`src/rtl/pipe_stage_skid.sv`:
```
// pipe_stage_skid: pipeline-stage register with valid/ready handshake and a
// 2-entry skid buffer (main M drives out_*, skid S catches an entry while M
// stalls). in_ready is a flop, so there is no combinational ready path.
// Optional perf counters are built when PIPE_PERF_CNT_EN is defined.
module pipe_stage_skid #(
  parameter int DATA_W = 32,
  parameter int CTRL_W = 3,
  parameter int DEST_W = 5
) (
  input  logic              clk,
  input  logic              rst,
  input  logic              flush,
  input  logic              in_valid,
  output logic              in_ready,
  input  logic [CTRL_W-1:0] in_ctrl,
  input  logic [DEST_W-1:0] in_dest,
  input  logic [DATA_W-1:0] in_data,
  output logic              out_valid,
  input  logic              out_ready,
  output logic [CTRL_W-1:0] out_ctrl,
  output logic [DEST_W-1:0] out_dest,
  output logic [DATA_W-1:0] out_data,
  output logic [15:0]       stall_cnt,
  output logic [15:0]       flush_cnt
);

  logic              m_valid_q, m_valid_d, s_valid_q, s_valid_d;
  logic [CTRL_W-1:0] m_ctrl_q, m_ctrl_d, s_ctrl_q, s_ctrl_d;
  logic [DEST_W-1:0] m_dest_q, m_dest_d, s_dest_q, s_dest_d;
  logic [DATA_W-1:0] m_data_q, m_data_d, s_data_q, s_data_d;
  logic              in_ready_q, in_ready_d;
  logic              acc, con;

  assign acc = in_valid & in_ready_q;
  assign con = m_valid_q & out_ready;

  // Next-state of M/S: flush kills both, otherwise fill M first, spill to S.
  always_comb begin
    m_valid_d = m_valid_q;
    m_ctrl_d  = m_ctrl_q;
    m_dest_d  = m_dest_q;
    m_data_d  = m_data_q;
    s_valid_d = s_valid_q;
    s_ctrl_d  = s_ctrl_q;
    s_dest_d  = s_dest_q;
    s_data_d  = s_data_q;
    if (flush) begin
      m_valid_d = 1'b0;
      s_valid_d = 1'b0;
      m_ctrl_d  = '0;
      s_ctrl_d  = '0;
    end else if (!m_valid_q) begin
      if (acc) begin
        m_valid_d = 1'b1;
        m_ctrl_d  = in_ctrl;
        m_dest_d  = in_dest;
        m_data_d  = in_data;
      end
    end else if (con) begin
      if (s_valid_q) begin
        // S full implies in_ready was 0, so nothing new arrives here.
        m_ctrl_d  = s_ctrl_q;
        m_dest_d  = s_dest_q;
        m_data_d  = s_data_q;
        s_valid_d = 1'b0;
      end else if (acc) begin
        m_ctrl_d = in_ctrl;
        m_dest_d = in_dest;
        m_data_d = in_data;
      end else begin
        m_valid_d = 1'b0;
      end
    end else if (acc) begin
      s_valid_d = 1'b1;
      s_ctrl_d  = in_ctrl;
      s_dest_d  = in_dest;
      s_data_d  = in_data;
    end
    in_ready_d = ~s_valid_d;
  end

  // State registers; synchronous active-low reset clears everything.
  always_ff @(posedge clk) begin
    if (!rst) begin
      m_valid_q  <= 1'b0;
      m_ctrl_q   <= '0;
      m_dest_q   <= '0;
      m_data_q   <= '0;
      s_valid_q  <= 1'b0;
      s_ctrl_q   <= '0;
      s_dest_q   <= '0;
      s_data_q   <= '0;
      in_ready_q <= 1'b1;
    end else begin
      m_valid_q  <= m_valid_d;
      m_ctrl_q   <= m_ctrl_d;
      m_dest_q   <= m_dest_d;
      m_data_q   <= m_data_d;
      s_valid_q  <= s_valid_d;
      s_ctrl_q   <= s_ctrl_d;
      s_dest_q   <= s_dest_d;
      s_data_q   <= s_data_d;
      in_ready_q <= in_ready_d;
    end
  end

  assign in_ready  = in_ready_q;
  assign out_valid = m_valid_q;
  // Bubbles carry zero control so downstream enables stay inert.
  assign out_ctrl  = m_valid_q ? m_ctrl_q : '0;
  assign out_dest  = m_dest_q;
  assign out_data  = m_data_q;

`ifdef PIPE_PERF_CNT_EN
  logic [15:0] stall_cnt_q, stall_cnt_d, flush_cnt_q, flush_cnt_d;

  // Saturating event counters.
  always_comb begin
    stall_cnt_d = stall_cnt_q;
    flush_cnt_d = flush_cnt_q;
    if (m_valid_q && !out_ready && stall_cnt_q != 16'hFFFF)
      stall_cnt_d = stall_cnt_q + 16'd1;
    if (flush && (m_valid_q || s_valid_q) && flush_cnt_q != 16'hFFFF)
      flush_cnt_d = flush_cnt_q + 16'd1;
  end

  // Counter registers; cleared only by reset.
  always_ff @(posedge clk) begin
    if (!rst) begin
      stall_cnt_q <= '0;
      flush_cnt_q <= '0;
    end else begin
      stall_cnt_q <= stall_cnt_d;
      flush_cnt_q <= flush_cnt_d;
    end
  end

  assign stall_cnt = stall_cnt_q;
  assign flush_cnt = flush_cnt_q;
`else
  assign stall_cnt = '0;
  assign flush_cnt = '0;
`endif

endmodule

```
`config.mk`:
```
export PLATFORM = sky130hd
export DESIGN_NAME = pipe_stage_skid
export DESIGN_NICKNAME = d
export VERILOG_FILES = /design/src/rtl/pipe_stage_skid.sv
export SDC_FILE = /design/constraint.sdc
export NUM_CORES = 1
export LEC_CHECK = 0
export ABC_AREA = 1
export BUFFER_PORTS_ARGS = -buffer_cell sky130_fd_sc_hd__buf_4
export CORE_MARGIN = 2
export CORE_UTILIZATION = 40
export CTS_CLUSTER_DIAMETER = 100
export CTS_CLUSTER_SIZE = 40
export DETAILED_ROUTE_END_ITERATION = 8
export SLEW_MARGIN = 0
export SYNTH_ARGS = -nofsm -noshare
export SYNTH_HDL_FRONTEND = slang
export SYNTH_SLANG_ARGS = --single-unit
```
`constraint.sdc`:
```
create_clock -name clk -period 2 [get_ports clk]
set_input_delay 0.3 -clock clk [delete_from_list [all_inputs] [get_ports clk]]
set_output_delay 0.3 -clock clk [all_outputs]
set_load 0.01 [all_outputs]
```
# Word level (Yosys, flattened, before mapping)
# Index checks and enable logic that the tools add are counted.
# classes
n_eq_ne	1
reduce_logical	4
bitwise_logic	6
muxes	21
# ops
op	count
32-bit 2-to-1 mux	4
5-bit 2-to-1 mux	4
3-bit 2-to-1 mux	5
1-bit 2-to-1 mux	8
1-bit inverter	4
4-bit AND reduction	1
3-bit AND reduction	1
1-bit AND	2
2-bit by 1-bit inequality test with 1-bit output, second input constant	1
2-bit AND reduction	1
2-bit OR reduction	1
# totals
inputBits	45
register_bits	83
elab_cells	41

# Depth between registers and ports, before layout
# Gate-level depths: netlist (run 1).
# logic_depth
ltp_word	6
ltp_mapped	10
ltp_nobuf	7

# Least setup slack after synthesis (run 1)
# No wires, ideal clock.
# synth_timing
kind	register to register
start	register in_ready_q (netlist: in_ready)
end	register m_data_q[0] (netlist: out_data[0])
t_arrival_ns	1.193
required_ns	1.887
setup_ns	0.113
n_path_buf	2
stages_incl_launch_ff	10
setup_slack_ns	0.694
cell_sequence	dfxtp_1 > nand2_1 > nand2_1 > inv_2 > nor2_4 > buf_6 > buf_6 > nand2_1 > nand2_1 > nor2_1
# synth_via
elab_chain_cells	5
# synth_lines
item	line	source
start, declared	31	logic in_ready_q, in_ready_d;
start signal, assigned	103	in_ready_q <= in_ready_d;
1-bit AND (*)	34	assign acc = in_valid & in_ready_q;
32-bit 2-to-1 mux (*)	--	
32-bit 2-to-1 mux (2 in a row)	--	
32-bit 2-to-1 mux (*)	--	
end signal, assigned	98	m_data_q <= m_data_d;
end, declared	30	logic [DATA_W-1:0] m_data_q, m_data_d, s_data_q, s_data_d;
# Every way passes the cells marked *; elsewhere a longest branch is shown, timed or not. The select of a mux whose other input is x is not followed.
# A chain may end at the register's enable or synchronous reset.

# Worst setup path in the final report (run 1)
# layout_timing
start	register m_valid_q (netlist: out_valid)
end	output port out_ctrl[1]
# layout_via
elab_chain_cells	1
# layout_lines
item	line	source
start, declared	27	logic m_valid_q, m_valid_d, s_valid_q, s_valid_d;
start signal, assigned	95	m_valid_q <= m_valid_d;
3-bit 2-to-1 mux	110	assign out_ctrl = m_valid_q ? m_ctrl_q : '0;
end, declared	20	output logic [CTRL_W-1:0] out_ctrl,
# No other way between the ends.

==> results of run 1 <==
layer usage:
| layer | share of wire | up-vias | wire [um] |
|---|---|---|---|
| li1 | - | 2068 | - |
| met1 | 0.45 | 1766 | 4450 |
| met2 | 0.48 | 103 | 4760 |
| met3 | 0.051 | 11 | 506 |
| met4 | 0.015 | 0 | 147 |
| met5 | 0 | - | 0 |
cell families (layout without fill, tap and decap cells):
logic type             Yosys count  count (layout)  synth area share
AO/OA/AOI/OAI                   12              12            0.0141
buffers and inverters          122             162             0.152
flip-flops                      83              83             0.390
other                            1              32          0.000880
AND/OR/NAND/NOR                446             446             0.443
Yosys cell counts, types with 5 or more instances:
master    number  area, um2
buf_6          5       56.3
a21oi_1       12       60.1
nand3b_1      33        248
clkbuf_1       8       30.0
nand3_1       44        220
buf_4         35        263
dfxtp_1       83       1660
inv_1         49        184
nand2_1      209        785
buf_2         16       80.1
buf_1          6       22.5
nor2_1       156        586
flip-flops by register name, indices dropped and copies added, names as in the netlist, 3 cells and up:
signal    flops
out_dest      5
m_ctrl_q      3
s_dest_q      5
s_data_q     32
out_data     32
s_ctrl_q      3
power groups by stage:
stage	combinational (uW)	sequential, uW	clock (uW)
3_3_place_gp	519	1790	0
5_1_grt	587	1760	1460
4_1_cts	524	1750	1380
3_5_place_dp	522	1790	0
6_report	519	1750	1340
2_1_floorplan	339	1810	0
stage by stage:
step	power [uW]	hold WS [ps]
detailed placement	2320	465
floorplan	2150	440
finish	3610	211
CTS	3650	191
global route	3810	209
global placement	2310	460
tightest hold or removal path: stages:
cell and delay [ps]:
buf_4 110, nand2_1 50, a21oi_1 60
worst paths after layout:
| path | slack (ps) | start | cells past startpoint | end |
|---|---|---|---|---|
| max reg2reg | 380 | in_ready$_SDFF_PN1_ | 6 | s_data_q[31]$_SDFFE_PN0P_ |
| max | 270 | out_valid$_SDFF_PP0_ | 4 | out_ctrl[1] |
| min reg2reg | 480 | s_data_q[22]$_SDFFE_PN0P_ | 2 | s_data_q[22]$_SDFFE_PN0P_ |
| min | 210 | in_ctrl[0] | 3 | s_ctrl_q[0]$_SDFFE_PP0P_ |
area by class of cell:
type                    count  area share
inverters                  52      0.0386
repair buffers             94       0.145
well taps                 136      0.0337
flip-flops and latches     83       0.329
clock buffers              10      0.0253
multi-input cells         490       0.411
clock inverters             6      0.0178
==> out/metrics.cfg, run 1 <==
[power]
p_int_uw=2650
pwr-share-comb=0.144
switching_share=0.266
clkPwrFrac=0.371
power.share.sequential=0.486
ir_drop_mv=0.390
p_leak_uw=0.00262
p_per_area_nw_per_um2=715
p_sw_uw=959

[route]
drtIter0Drc=171
drc=0
antenna_left=0
vias=3948
dr.pass1.iters=4
wl_per_cell_um=11.3
via_per_inst=4.53
totalWireLength_mm=9.86

[finish]
insertedDiodeCount=0
layout.nets=775
seq_area_um2=1660
fin_util=0.489
drive_gt1_frac=0.161
final_area_um2=5050
layoutNonFillerInstCount=871
syn2layout_area_growth_pct=18.6
multi_input_area_um2=2070
fillers=1085
final_common_cell=nand2_1
final_cell_mix=209 x nand2_1, 155 x nor2_1, 92 x buf_4

[clock_tree]
cts_sinks=83
post-cts-setup-buffers=0
tritoncts=yes
h-tree-depth=3
cts_made_buffers=9
cts_root_buf=clkbuf_8
clock_latency_ps=360
postCtsResizedCells=0
clkTransAtPathRegs_ps=80
clk_path_buf_depth=2
cts_hold_buf=0

[critical_path]
end_kind=output pin
cp-start-kind=flip-flop
worstPathArrival_ps=1430
path_class=flip-flop to output pin
critPathBufInv=3
crit_top_cell=buf_4
cp_top_family=buffers and inverters
crit_slowest_cell=buf_4
path_cells=buf_4 -> nand2_1 -> inv_1 -> buf_4
slowest_delay_ps=400
path_max_fanout=36
crit_required_ps=1700

[synth]
synth_cell_types=18
syn_area_um2=4260
synthArstFlopShare=0
syn_inst=664
synth.avg_cell_area_um2=6.41
yosysWarningCount=0
synth_edf_count=0
ys.flop_type=dfxtp_1
synth_seq_cells=83
synth_seq_area_share=0.390

[placement]
dp_hpwl_mm=6.37
post-place-ws_ps=376
gp_congestion=0.776
placed_cells=855
numPortBuffers=86
placed_cell_area_um2=4830

[die]
std_cell_rows=37
die_area_um2=11500
start_util=0.413
fp.coreArea_um2=10300
die-height_um=107
num_io_pins=119
chipWidth_um=107

[global_route]
grt_first_pass_wirelength_mm=16.8
grt_usage=0.182
grt_pass1_vias=3632
antenna_found_initial=0
grt_use_met3=0.0280
gr-total-overflow=0
use_met2=0.307
globalRouteMet1Util=0.232
grt_max_degree=67
top_usage_layer=met2

[sta]
drv_slew=0
timing.fmax_ghz=0.579
finClkSkew_ps=7.13
hold_viol=0
fin_crit_sh=0.863
rsz0062_at_grt=false
max_slew.worst_pin.slew_ps=553
final.setup.tns_ps=0
relSlewSlack=0.631
period_minus_slack_ps=1730
setup_violations=0
setup_slack_ps=273

[job]
cap_viol_max_count=0

[run_status]
outcome=completed

[worst_hold_path]
hp-class=primary input to flip-flop

(Power assumes the default switching activity.)
==> run 2, diff against run 1 <==
- ABC_AREA: 1 -> unset
==> run 2 against run 1 <==
Compared with the run above:
- combinational power fell by 5.0%
- largest cell class unchanged
- global-route usage grew 2.2 points
- utilization is 0.37 points lower
- sequential cell count stayed put
- clock skew shrank 0.51 ps
- via count shrank 5.5%
- largest power group unchanged
- critical path type is now flip-flop to flip-flop
- synthesized area shrank 7.8%
==> out/metrics.cfg, run 2 <==
[sta]
finClkSkew_ps=6.62
fin_crit_sh=0.788
setup_slack_ps=423
holdWs_ps=212
period_minus_slack_ps=1580
final.setup.tns_ps=0
drv_slew=0
hold_viol=0
timing.fmax_ghz=0.634
setup_violations=0
rsz0062_at_grt=false

[die]
die_area_um2=10600
die-height_um=103
num_io_pins=119
fp.coreArea_um2=9640
start_util=0.407
std_cell_rows=36
chipWidth_um=103

[finish]
drive_gt1_frac=0.231
final_common_cell=buf_4
layout.nets=578
final_cell_mix=100 x buf_4, 81 x dfxtp_1, 70 x nand3_1
insertedDiodeCount=0
fillers=991
layoutNonFillerInstCount=669
syn2layout_area_growth_pct=19.2

[route]
wl_per_cell_um=16.3
via_per_inst=5.58
totalWireLength_mm=10.9
drc=0
drtIter0Drc=226
antenna_left=0
dr.pass1.iters=4
vias=3730

[synth]
synth_cell_types=31
synth.avg_cell_area_um2=8.23
yosysWarningCount=0
netlist.area_leader.share=0.423
synth_seq_cells=83
syn_area_um2=3930
synthDominantAreaCellType=dfxtp_1
syn_inst=477
ys.flop_type=dfxtp_1
synth_edf_count=0
synthTopCellsByArea=dfxtp_1 42%, nand3_1 8.9%, a311oi_1 8.3%
synth_seq_area_share=0.423
synth_common_cells=83 x dfxtp_1, 70 x nand3_1, 45 x nand2_1
yosysMostFrequentCell=dfxtp_1
synthArstFlopShare=0

[worst_hold_path]
hp-class=primary input to flip-flop

[placement]
gp_congestion=0.836
post-place-ws_ps=430
dp_hpwl_mm=6.78
numPortBuffers=86
placed_cells=655

[critical_path]
critPathBufInv=1
end_kind=flip-flop
crit_slowest_cell=dfxtp_2
path_cells=buf_4 -> nand2_1 -> a21o_1 -> a311oi_1
path_class=flip-flop to flip-flop
cp-start-kind=flip-flop
crit_required_ps=2260
path_max_fanout=32
cp_top_family=flip-flops
slowest_delay_ps=550
worstPathArrival_ps=1840

[global_route]
antenna_found_initial=0
grt_usage=0.204
gr-total-overflow=0
grt_use_met3=0.0271
grt_pass1_vias=3426
use_met2=0.333
top_usage_layer=met2
grt_max_degree=45
grt_first_pass_wirelength_mm=17.0
globalRouteMet1Util=0.274

[clock_tree]
postCtsResizedCells=0
clock_latency_ps=340
clk_path_buf_depth=2
cts_made_buffers=9
post-cts-setup-buffers=0
tritoncts=yes
h-tree-depth=3
cts_root_buf=clkbuf_8
cts_sinks=83
cts_hold_buf=0
clkTransAtPathRegs_ps=80

[run_status]
outcome=completed

[job]
cap_viol_max_count=0

[power]
ir_drop_mv=0.349
p_per_area_nw_per_um2=751
p_leak_uw=0.00180

[run 2: cell count changes in the layout (fill, tap and decap cells not counted), moves of 29 or more]
| cell | previous run | this run |
|---|---|---|
| nand2_1 | 209 | 45 |
| nor2_1 | 155 | 0 |
| inv_1 | 49 | 2 |
| a31oi_1 | 0 | 40 |
| a311oi_1 | 0 | 37 |
| o21ai_1 | 0 | 37 |
| nand3b_1 | 33 | 0 |
| a21oi_1 | 12 | 41 |
[run 2: metrics by stage]
| step | utilization | area (um2) | power (uW) |
|---|---|---|---|
| 3_3_place_gp | 0.465 | 4480 | 2270 |
| 2_1_floorplan | - | 4040 | 2100 |
| 3_5_place_dp | 0.465 | 4480 | 2280 |
| 5_1_grt | 0.486 | 4680 | 3660 |
| 4_1_cts | 0.486 | 4680 | 3540 |
| 6_report | 0.486 | 4680 | 3510 |
[run 2: cells by family (layout without fill, tap and decap cells)]
group,after synthesis,after routing,synth area share
AOI/OAI and AO/OA,173,173,0.280
buffers and inverters,92,120,0.138
DFF,83,83,0.423
other,1,32,0.000955
and+or+nand+nor,128,128,0.157
[run 2: cell type report]
type,count,area (um2),area share
multi-input combinational,333,1850,0.395
clock buffer,11,131,0.0281
tap,133,166,0.0356
sequential,83,1660,0.356
inverter,4,15.0,0.00321
timing repair buffer,102,791,0.169
clock inverter,3,65.1,0.0139
[run 2: path summary, 6_finish.rpt]
check	from	end	slack [ps]	cells after the start
worst max-delay path	s_valid_q$_SDFF_PN0_	out_data[22]$_SDFFE_PN0P_	420	4
worst min-delay path	in_ctrl[0]	s_ctrl_q[0]$_SDFFE_PP0P_	210	3
worst max register to register	s_valid_q$_SDFF_PN0_	out_data[22]$_SDFFE_PN0P_	420	4
worst min register to register	s_ctrl_q[0]$_SDFFE_PP0P_	s_ctrl_q[0]$_SDFFE_PP0P_	470	2
[run 2: worst reg2reg max path, stage by stage (launching register included)]
cell,delay [ps]
dfxtp_2,550
buf_4,400
nand2_1,110
a21o_1,200
a311oi_1,230
[run 2: where the power goes]
group	internal, uW	total [uW]	switching [uW]	leakage [uW]
Combinational	208	493	285	0.00103
Sequential	1710	1750	35.1	0.000677
Clock	690	1270	584	0.0000992
[run 2: per-layer routing]
layer	share of wire	up-vias
met2	0.49	119
met5	0	-
li1	-	1805
met3	0.052	16
met4	0.014	0
met1	0.45	1790
==> run 3, diff against run 2 <==
- ABC_AREA: unset -> 1
- PLACE_DENSITY: unset -> 0.66
- clock period: 2 -> 1.3 ns (I/O delays scaled with it)
==> run 3 against run 2 <==
Compared with the run above:
- the run now ends with setup timing left
- fmax grew 21%
- final area grew 14%
- sequential share of layout area shrank 4.2 points
- via count grew 8.5%
- worst setup slack lost 430 ps
- count of clock-buffer cells in the layout shrank 1
- clock skew grew 4.5 ps
- final cell count grew 32%
- combinational power grew 70%
- non-clock buffer count grew 5
- highest routed layer unchanged
==> out/metrics.cfg, run 3 (synthesis results as in run 1) <==
[run_status]
outcome=finished, violations left
violations=setup timing

[placement]
gp_congestion=0.813
placed_cells=865
post-place-ws_ps=25.7
numPortBuffers=86
dp_hpwl_mm=6.59

[critical_path]
path_class=flip-flop to flip-flop
worstSetupStartpoint=out_valid$_SDFF_PP0_
rr_worst_depth=8
r2r-start=out_valid$_SDFF_PP0_
path_max_fanout=14
crit_top_cell=nor2_1
crit_slowest_cell=dfxtp_4
worstPathArrival_ps=1590
r2r_slack_ps=-3
end_kind=flip-flop
path_cells=nand2_2 -> buf_6 -> inv_4 -> nand2_4 -> nor2_8 -> buf_12 -> nor2_1 -> nor2_1
cp-start-kind=flip-flop
slowest_delay_ps=400
r2r_end=s_data_q[9]$_SDFFE_PN0P_
crit_required_ps=1590

[finish]
insertedDiodeCount=0
layout.nets=788
multi_input_area_um2=2100
drive_gt1_frac=0.186
fillers=1054
layoutNonFillerInstCount=884
final_common_cell=nand2_1
final_cell_mix=204 x nand2_1, 155 x nor2_1, 92 x buf_4
seq_area_um2=1670
syn2layout_area_growth_pct=24.8

[worst_hold_path]
hp-class=primary input to flip-flop
hold_start=in_ctrl[0]
holdPathEnd=s_ctrl_q[0]$_SDFFE_PP0P_
hold_depth=3

[sta]
setup_violations=1
hold_viol=0
period_minus_slack_ps=1300
timing.fmax_ghz=0.767
finClkSkew_ps=11.1
fin_crit_sh=1.00
setup_slack_ps=-3.29
drv_slew=0
rsz0062_at_grt=true

[job]
cap_viol_max_count=0

[die]
die_area_um2=11500
die-height_um=107
chipWidth_um=107
start_util=0.413
std_cell_rows=37
fp.coreArea_um2=10300
num_io_pins=119

[global_route]
grt_usage=0.179
grt_first_pass_wirelength_mm=16.5
grt_max_degree=58
gr-total-overflow=0
grt_pass1_vias=3617
antenna_found_initial=0

[route]
antenna_left=0
drc=0
wl_per_cell_um=11.5
vias=4046
drtIter0Drc=202
via_per_inst=4.58
totalWireLength_mm=10.2
dr.pass1.iters=4

[clock_tree]
clkTransAtPathRegs_ps=80
h-tree-depth=3
cts_root_buf=clkbuf_8
cts_sinks=83
tritoncts=yes
cts_made_buffers=9
clk_path_buf_depth=2
cts_hold_buf=0
clock_latency_ps=360

[power]
ir_drop_mv=0.464
p_per_area_nw_per_um2=1090
p_leak_uw=0.00275

-- run 3: worst max path at each step --
stage	to	slack, ps	depth (start not counted)
finish	s_data_q[9]$_SDFFE_PN0P_	-3	8
global route	out_data[26]$_SDFFE_PN0P_	-70	8
global placement	out_data[27]$_SDFFE_PN0P_	20	8
CTS	out_ctrl[1]	10	4
floorplan	out_data[0]$_SDFFE_PN0P_	30	9
detailed placement	out_data[23]$_SDFFE_PN0P_	30	8
-- run 3: what timing repair did --
item / 4_1_cts / 5_1_grt
setup buffers: 1 / 0
gates cloned: 0 / 2
gates resized for setup: 3 / 16
endpoints found under the setup margin: 3 / 76
pin swaps: 0 / 8
-- run 3: area by class of cell --
class	count	area share
clock buffers	10	0.0240
inverters	52	0.0372
clock inverters	6	0.0214
flip-flops and latches	83	0.313
multi-input cells	490	0.395
repair buffers	107	0.177
well taps	136	0.0320
-- run 3: layer usage --
layer	GRT usage	vias to the layer above	share of wire
met5	0	-	0
met4	0.0705	0	0.015
met3	0.0322	16	0.050
met2	0.298	105	0.48
met1	0.228	1828	0.45
li1	-	2097	-
-- run 3: stage by stage --
stage	instance area [um2]	TNS (ps)	total power (uW)	util	hold slack, ps
final	5320	-3.29	5810	0.515	114
after global routing	5320	-2410	6060	0.515	102
after CTS	5220	0	5830	0.506	99.3
after detailed placement	4960	0	3590	0.481	458
after global placement	4960	0	3570	0.481	455
after floorplan	4380	0	3310	-	343
-- run 3: report_power, final --
group          internal [uW]  switching [uW]  total (uW)
sequential              2640            58.9        2700
clock                   1280             985        2270
combinational            377             462         839
total                   4300            1510        5810
-- run 3: critical path: cells and delay by family, from the launching register on --
kind / cells / cell delay [ps]
AND/OR/NAND/NOR: 5 / 490
buffers and inverters: 3 / 350
flip-flops: 1 / 400
